[src/rtl/step_responder.sv]
// ---------------------------------------------------------------------------
// step_responder
//
// Responder side of the sequencer start/done step handshake. When a
// one-cycle start pulse is accepted, the block captures the step index and
// performs one memory read at that address over a req/ack bus. It then
// returns the read data together with a one-cycle done pulse. A read that
// gets no acknowledge within TIMEOUT request cycles is aborted. That done
// pulse is qualified by error=1.
//
// Parameters:
//   DATA_W   width of mem_rdata and result
//   TIMEOUT  maximum REQ cycles without mem_ack before abort (2..255)
//
// Ports:
//   clock      in   system clock, rising edge
//   reset_n    in   asynchronous active-low reset
//   start      in   step request pulse from the sequencer
//   count      in   8-bit step index, captured when start is accepted
//   mem_ack    in   memory acknowledge, mem_rdata valid in the same cycle
//   mem_rdata  in   read data from memory
//   mem_req    out  memory request, high until ack or timeout
//   mem_addr   out  captured step index, stable while mem_req is high
//   result     out  last successfully read data
//   done       out  one-cycle completion pulse
//   error      out  done qualifier: transfer timed out (held to next start)
//   busy       out  high while in the REQ state
//   overrun    out  sticky: start seen while busy (cleared on next start)
// ---------------------------------------------------------------------------
module step_responder #(
    parameter int DATA_W  = 8,
    parameter int TIMEOUT = 16
) (
    input  logic              clock,
    input  logic              reset_n,
    input  logic              start,
    input  logic [7:0]        count,
    input  logic              mem_ack,
    input  logic [DATA_W-1:0] mem_rdata,
    output logic              mem_req,
    output logic [7:0]        mem_addr,
    output logic [DATA_W-1:0] result,
    output logic              done,
    output logic              error,
    output logic              busy,
    output logic              overrun
);

    typedef enum logic [1:0] {
        ST_IDLE = 2'd0,
        ST_REQ  = 2'd1,
        ST_DONE = 2'd2
    } state_t;

    // Value of the wait counter on the last REQ edge before abort.
    localparam logic [7:0] WAIT_LAST = 8'(TIMEOUT - 1);

    state_t              state_r,    state_s;
    logic [7:0]          wait_cnt_r, wait_cnt_s;
    logic [7:0]          mem_addr_r, mem_addr_s;
    logic [DATA_W-1:0]   result_r,   result_s;
    logic                mem_req_r,  mem_req_s;
    logic                done_r,     done_s;
    logic                error_r,    error_s;
    logic                busy_r,     busy_s;
    logic                overrun_r,  overrun_s;

    // State register.
    always_ff @(posedge clock or negedge reset_n) begin
        if (!reset_n) begin
            state_r <= ST_IDLE;
        end else begin
            state_r <= state_s;
        end
    end

    // Next-state and next-output logic. Every output is computed here and
    // registered below, so nothing combinational reaches a port.
    always_comb begin
        state_s    = state_r;
        wait_cnt_s = wait_cnt_r;
        mem_addr_s = mem_addr_r;
        result_s   = result_r;
        mem_req_s  = mem_req_r;
        done_s     = 1'b0;
        error_s    = error_r;
        busy_s     = busy_r;
        overrun_s  = overrun_r;

        case (state_r)
            ST_IDLE: begin
                if (start) begin
                    state_s    = ST_REQ;
                    mem_addr_s = count;
                    wait_cnt_s = 8'd0;
                    error_s    = 1'b0;
                    overrun_s  = 1'b0;
                    mem_req_s  = 1'b1;
                    busy_s     = 1'b1;
                end else begin
                    state_s    = ST_IDLE;
                    mem_req_s  = 1'b0;
                    busy_s     = 1'b0;
                end
            end

            ST_REQ: begin
                // A start while busy never restarts the transfer; it is only
                // recorded so the sequencer can detect the lost step.
                if (start) begin
                    overrun_s = 1'b1;
                end else begin
                    overrun_s = overrun_r;
                end

                // Ack is tested first so it wins over a same-edge timeout.
                if (mem_ack) begin
                    state_s   = ST_DONE;
                    result_s  = mem_rdata;
                    mem_req_s = 1'b0;
                    busy_s    = 1'b0;
                    done_s    = 1'b1;
                    error_s   = 1'b0;
                end else if (wait_cnt_r == WAIT_LAST) begin
                    state_s   = ST_DONE;
                    mem_req_s = 1'b0;
                    busy_s    = 1'b0;
                    done_s    = 1'b1;
                    error_s   = 1'b1;
                end else begin
                    state_s    = ST_REQ;
                    wait_cnt_s = wait_cnt_r + 8'd1;
                end
            end

            ST_DONE: begin
                // A start in the done cycle is accepted directly, giving
                // back-to-back steps without an idle cycle.
                if (start) begin
                    state_s    = ST_REQ;
                    mem_addr_s = count;
                    wait_cnt_s = 8'd0;
                    error_s    = 1'b0;
                    overrun_s  = 1'b0;
                    mem_req_s  = 1'b1;
                    busy_s     = 1'b1;
                end else begin
                    state_s    = ST_IDLE;
                    mem_req_s  = 1'b0;
                    busy_s     = 1'b0;
                end
            end

            default: begin
                state_s   = ST_IDLE;
                mem_req_s = 1'b0;
                busy_s    = 1'b0;
                done_s    = 1'b0;
            end
        endcase
    end

    // Datapath and output registers.
    always_ff @(posedge clock or negedge reset_n) begin
        if (!reset_n) begin
            wait_cnt_r <= 8'd0;
            mem_addr_r <= 8'd0;
            result_r   <= {DATA_W{1'b0}};
            mem_req_r  <= 1'b0;
            done_r     <= 1'b0;
            error_r    <= 1'b0;
            busy_r     <= 1'b0;
            overrun_r  <= 1'b0;
        end else begin
            wait_cnt_r <= wait_cnt_s;
            mem_addr_r <= mem_addr_s;
            result_r   <= result_s;
            mem_req_r  <= mem_req_s;
            done_r     <= done_s;
            error_r    <= error_s;
            busy_r     <= busy_s;
            overrun_r  <= overrun_s;
        end
    end

    assign mem_req  = mem_req_r;
    assign mem_addr = mem_addr_r;
    assign result   = result_r;
    assign done     = done_r;
    assign error    = error_r;
    assign busy     = busy_r;
    assign overrun  = overrun_r;

endmodule
[config.mk]
export PLATFORM = sky130hd
export DESIGN_NAME = step_responder
export DESIGN_NICKNAME = d
export VERILOG_FILES = /design/src/rtl/step_responder.sv
export SDC_FILE = /design/constraint.sdc
export NUM_CORES = 1
export LEC_CHECK = 0
export BUFFER_PORTS_ARGS = -buffer_cell sky130_fd_sc_hd__buf_2
export CAP_MARGIN = 20
export CORE_MARGIN = 10
export CORE_UTILIZATION = 45
export CTS_CLUSTER_DIAMETER = 120
export DETAILED_ROUTE_END_ITERATION = 16
export GPL_TIMING_DRIVEN = 0
export PLACE_DENSITY = 0.8
export SLEW_MARGIN = 20
export SYNTH_ARGS = -nofsm -noshare
export SYNTH_HDL_FRONTEND = slang
export SYNTH_SLANG_ARGS = --single-unit
export TNS_END_PERCENT = 10
[constraint.sdc]
create_clock -name clock -period 2 [get_ports clock]
set_clock_uncertainty 0.2 [all_clocks]
set_input_delay 0.2 -clock clock [delete_from_list [all_inputs] [get_ports clock]]
set_output_delay 0.2 -clock clock [all_outputs]
set_load 0.02 [all_outputs]
==> key figures <==
Status
  – Outcome: finished, final reports clean

Route
  – Total number of vias: 1053
  – Routed wire length: 3.16 mm
  – Total DRC errors in the routed layout: 0
  – Count of nets left with antenna violations after detail routing: 0
  – Initial detailed-routing violation count: 38
  – Number of vias per cell after detailed routing: 5.27
  – Routed wirelength normalized by instance count: 15.8 um
  – Drt pass-1 iters: 4

Placed design
  – Routability congestion estimate: 0.851
  – Detailed-placement wirelength estimate: 2.20 mm
  – Count of port buffers added during placement: 40
  – Post-Place Cell Area: 1550 um2

STA
  – Count of final hold-check violations: 0
  – Min cycle time layout: 1.93 ns
  – RSZ-0062 raised after global routing: false
  – Period Utilization, post-route: 96.6%
  – Normalized max-slew margin: 56.9%
  – Total Negative Setup Slacks: 0 ns
  – Measured slew at the worst slew-check pin: 0.646 ns
  – Max Slew Vio Count: 0
  – Max Fclk: 518 MHz
  – Final hold slack: 0.215 ns
  – Setup Viol. Count Final: 0

Clock tree
  – Clock tree from TritonCTS: done
  – Clock tree root buffer cell: clkbuf_4
  – Maximum buffer depth of the clock tree: 2
  – Number of setup buffers added after CTS: 0
  – TritonCTS buffer count: 5
  – Clock slew at reported path FFs: 0.10 ns
  – Clock Sink Count: 30
  – Clock insertion delay at the later pin of the skew report: 0.34 ns
  – Number of levels in the clock H-tree: 2

Synthesis
  – Summed instance area of the synthesized netlist: 1310 um2
  – Cells after synthesis: 102
  – Top cell type's share of synthesized area: 57.3%
  – Count of state elements after synthesis: 30
  – Unique masters post-synth: 30
  – Register area share after synthesis: 57.3%
  – Cells taking the most area after synthesis: dfrtp_1 (57%), mux2_2 (14%), nand2_1 (3.1%)
  – Synthesized Nets: 123
  – Cell taking the most area after synthesis: dfrtp_1
  – Mean Syn Cell Area: 12.9 um2
  – Number of warnings printed during yosys synthesis: 0

Worst setup path
  – Cell at the slowest stage of the critical path: dlygate4sd3_1
  – Maximum single-stage delay on the critical path: 0.53 ns
  – CP Data Required Time: 2.03 ns
  – List of cells traversed by the critical path: dlygate4sd3_1, buf_2, or3b_1, buf_6, a21oi_4, nor2_1, a211o_1
  – Data arrival time at the worst-slack endpoint: 1.96 ns
  – Critical path launch point type: input port
  – Count of buffering cells on the critical path with inverters included: 3
  – Setup CP Type: input port to flop
  – Critical Path Fanout Max: 7
  – Family of cells with the greatest summed delay on the critical path: buffers and inverters
  – CP Capture Type: flop

Hold path
  – Worst Hold Class: input port to async pin

Final layout
  – Fraction of final layout cells sized beyond drive strength 1: 42.0%
  – Commonest cells after routing, fill and taps aside: buf_2 (41), dfrtp_1 (30), dlygate4sd3_1 (19), mux2_2 (16), nand2_1 (11)
  – # diodes: 0
  – Final design utilization: 65.6%
  – Leading cell type in the layout, fill and taps excluded: buf_2
  – Area overhead of the layout relative to synthesis: 39.1%
  – Filler cells: 193
  – Final cell area excluding filler cells: 1820 um2
  – Nets: 189

Global route
  – Global-route wire length before repair: 5.18 mm
  – Vias in the first global route: 1159
  – Gr ovfl total: 0
  – Number of antenna violations at the first check in global routing: 0
  – Global routing usage summed across all routing layers: 12.3%
  – Maximum number of pins on one net before global-route repair: 31

Power and ir drop
  – Peak supply drop: 955 uV
  – Cell leakage power: 0.881 nW
  – Power per unit of standard cell area: 1020 nW/um2
  – Power after layout: 1.86 mW

Floorplanning
  – Height of the chip: 74.0 um
  – Effective utilization at floorplan: 47.1%
  – Core Box Area: 2780 um2
  – Die Area: 5470 um2
  – Row Count: 19
  – Die Span X: 74.0 um
  – Top-Level Pins: 41

Flow run
  – Max-Cap Viols: 0
## where the power goes
part	internal, mW	leakage, nW	switching [mW]	total (mW)
logic	0.239	0.469	0.311	0.550
clock network	0.264	0.0385	0.218	0.482
registers	0.739	0.374	0.0874	0.827
total	1.24	0.881	0.616	1.86
## flip-flops by register name, summed over array words and instances, names as in the netlist
register and cells:
mem_addr 8, result 8, wait_cnt_r 8, state_r 2, busy 1, done 1, error 1, overrun 1
## cell usage after synthesis
master    instances
buf_2             1
dfrtp_1          30
or2b_1            2
o21ai_0           1
or3b_1            1
o31ai_1           2
nor2_1            3
o221ai_1          1
nand2_1          11
nor3_4            1
a31oi_1           1
and2_1            1
mux2_2           16
inv_1             3
a21oi_1           3
o211ai_1          3
nor3_1            1
a211o_1           1
buf_6             1
a21o_1            1
mux2i_1           2
nor4_4            1
nor3b_1           1
o21a_1            4
and3_1            2
a211oi_2          1
a21oi_4           1
ha_1              1
nand3_1           4
buf_4             1
## cells by family after synthesis
logic type	count (synthesis)	share of synthesized area (%)
flip-flops	30	57.3
multiplexers	18	15.3
buffers and inverters	6	2.67
AO/OA/AOI/OAI	19	11.3
adder cells (fa/ha/maj)	1	0.954
AND/OR/NAND/NOR	28	12.6
## metrics by stage
| step | std cells | setup WS (ns) |
|---|---|---|
| after detailed placement | 173 | 0.156 |
| final | 200 | 0.0682 |
| after floorplan | 102 | 0.299 |
| after global placement | 173 | 0.205 |
| after CTS | 200 | 0.0417 |
| after global routing | 200 | 0.00569 |
## final timing paths
check	startpoint	depth (start not counted)	end	slack, ns
min	reset_n	2	mem_addr[4]$_DFFE_PN0N_	0.22
max	mem_ack	7	wait_cnt_r[2]$_DFFE_PN0P_	0.07
max in group asynchronous	reset_n	2	overrun$_DFFE_PN0P_	0.96
min reg2reg	busy$_DFFE_PN0N_	2	busy$_DFFE_PN0N_	0.31
max reg2reg	state_r[0]$_DFF_PN0_	5	wait_cnt_r[2]$_DFFE_PN0P_	0.16
min in group clock	busy$_DFFE_PN0N_	2	busy$_DFFE_PN0N_	0.31
## layout make-up
cell class / count / area [um2] / share of cell area, %
multi-input cells: 66 / 531 / 29.1
inverters: 3 / 11.3 / 0.617
flip-flops and latches: 30 / 751 / 41.2
clock inverters: 2 / 37.5 / 2.06
repair buffers: 59 / 390 / 21.4
well taps: 31 / 38.8 / 2.13
plain buffers: 3 / 23.8 / 1.30
clock buffers: 6 / 41.3 / 2.26
## per-layer routing
metal | GRT usage (%) | part of all wire (%)
met4 | 5.59 | 1.0
met2 | 21.2 | 52
met5 | 0 | 0
met1 | 11.3 | 37
met3 | 7.71 | 10
## worst register-to-register path: stages (launching register included)
cell and delay [ns]:
dfrtp_1 0.45, or3b_1 0.40, buf_6 0.16, a21oi_4 0.17, nor2_1 0.07, a211o_1 0.29
## timing repair
item                       CTS  global route
hold endpoints to repair    50             0
hold buffers                19             0
gates resized for setup      0             1
setup endpoints to repair    0             1
(Power assumes the default switching activity.)
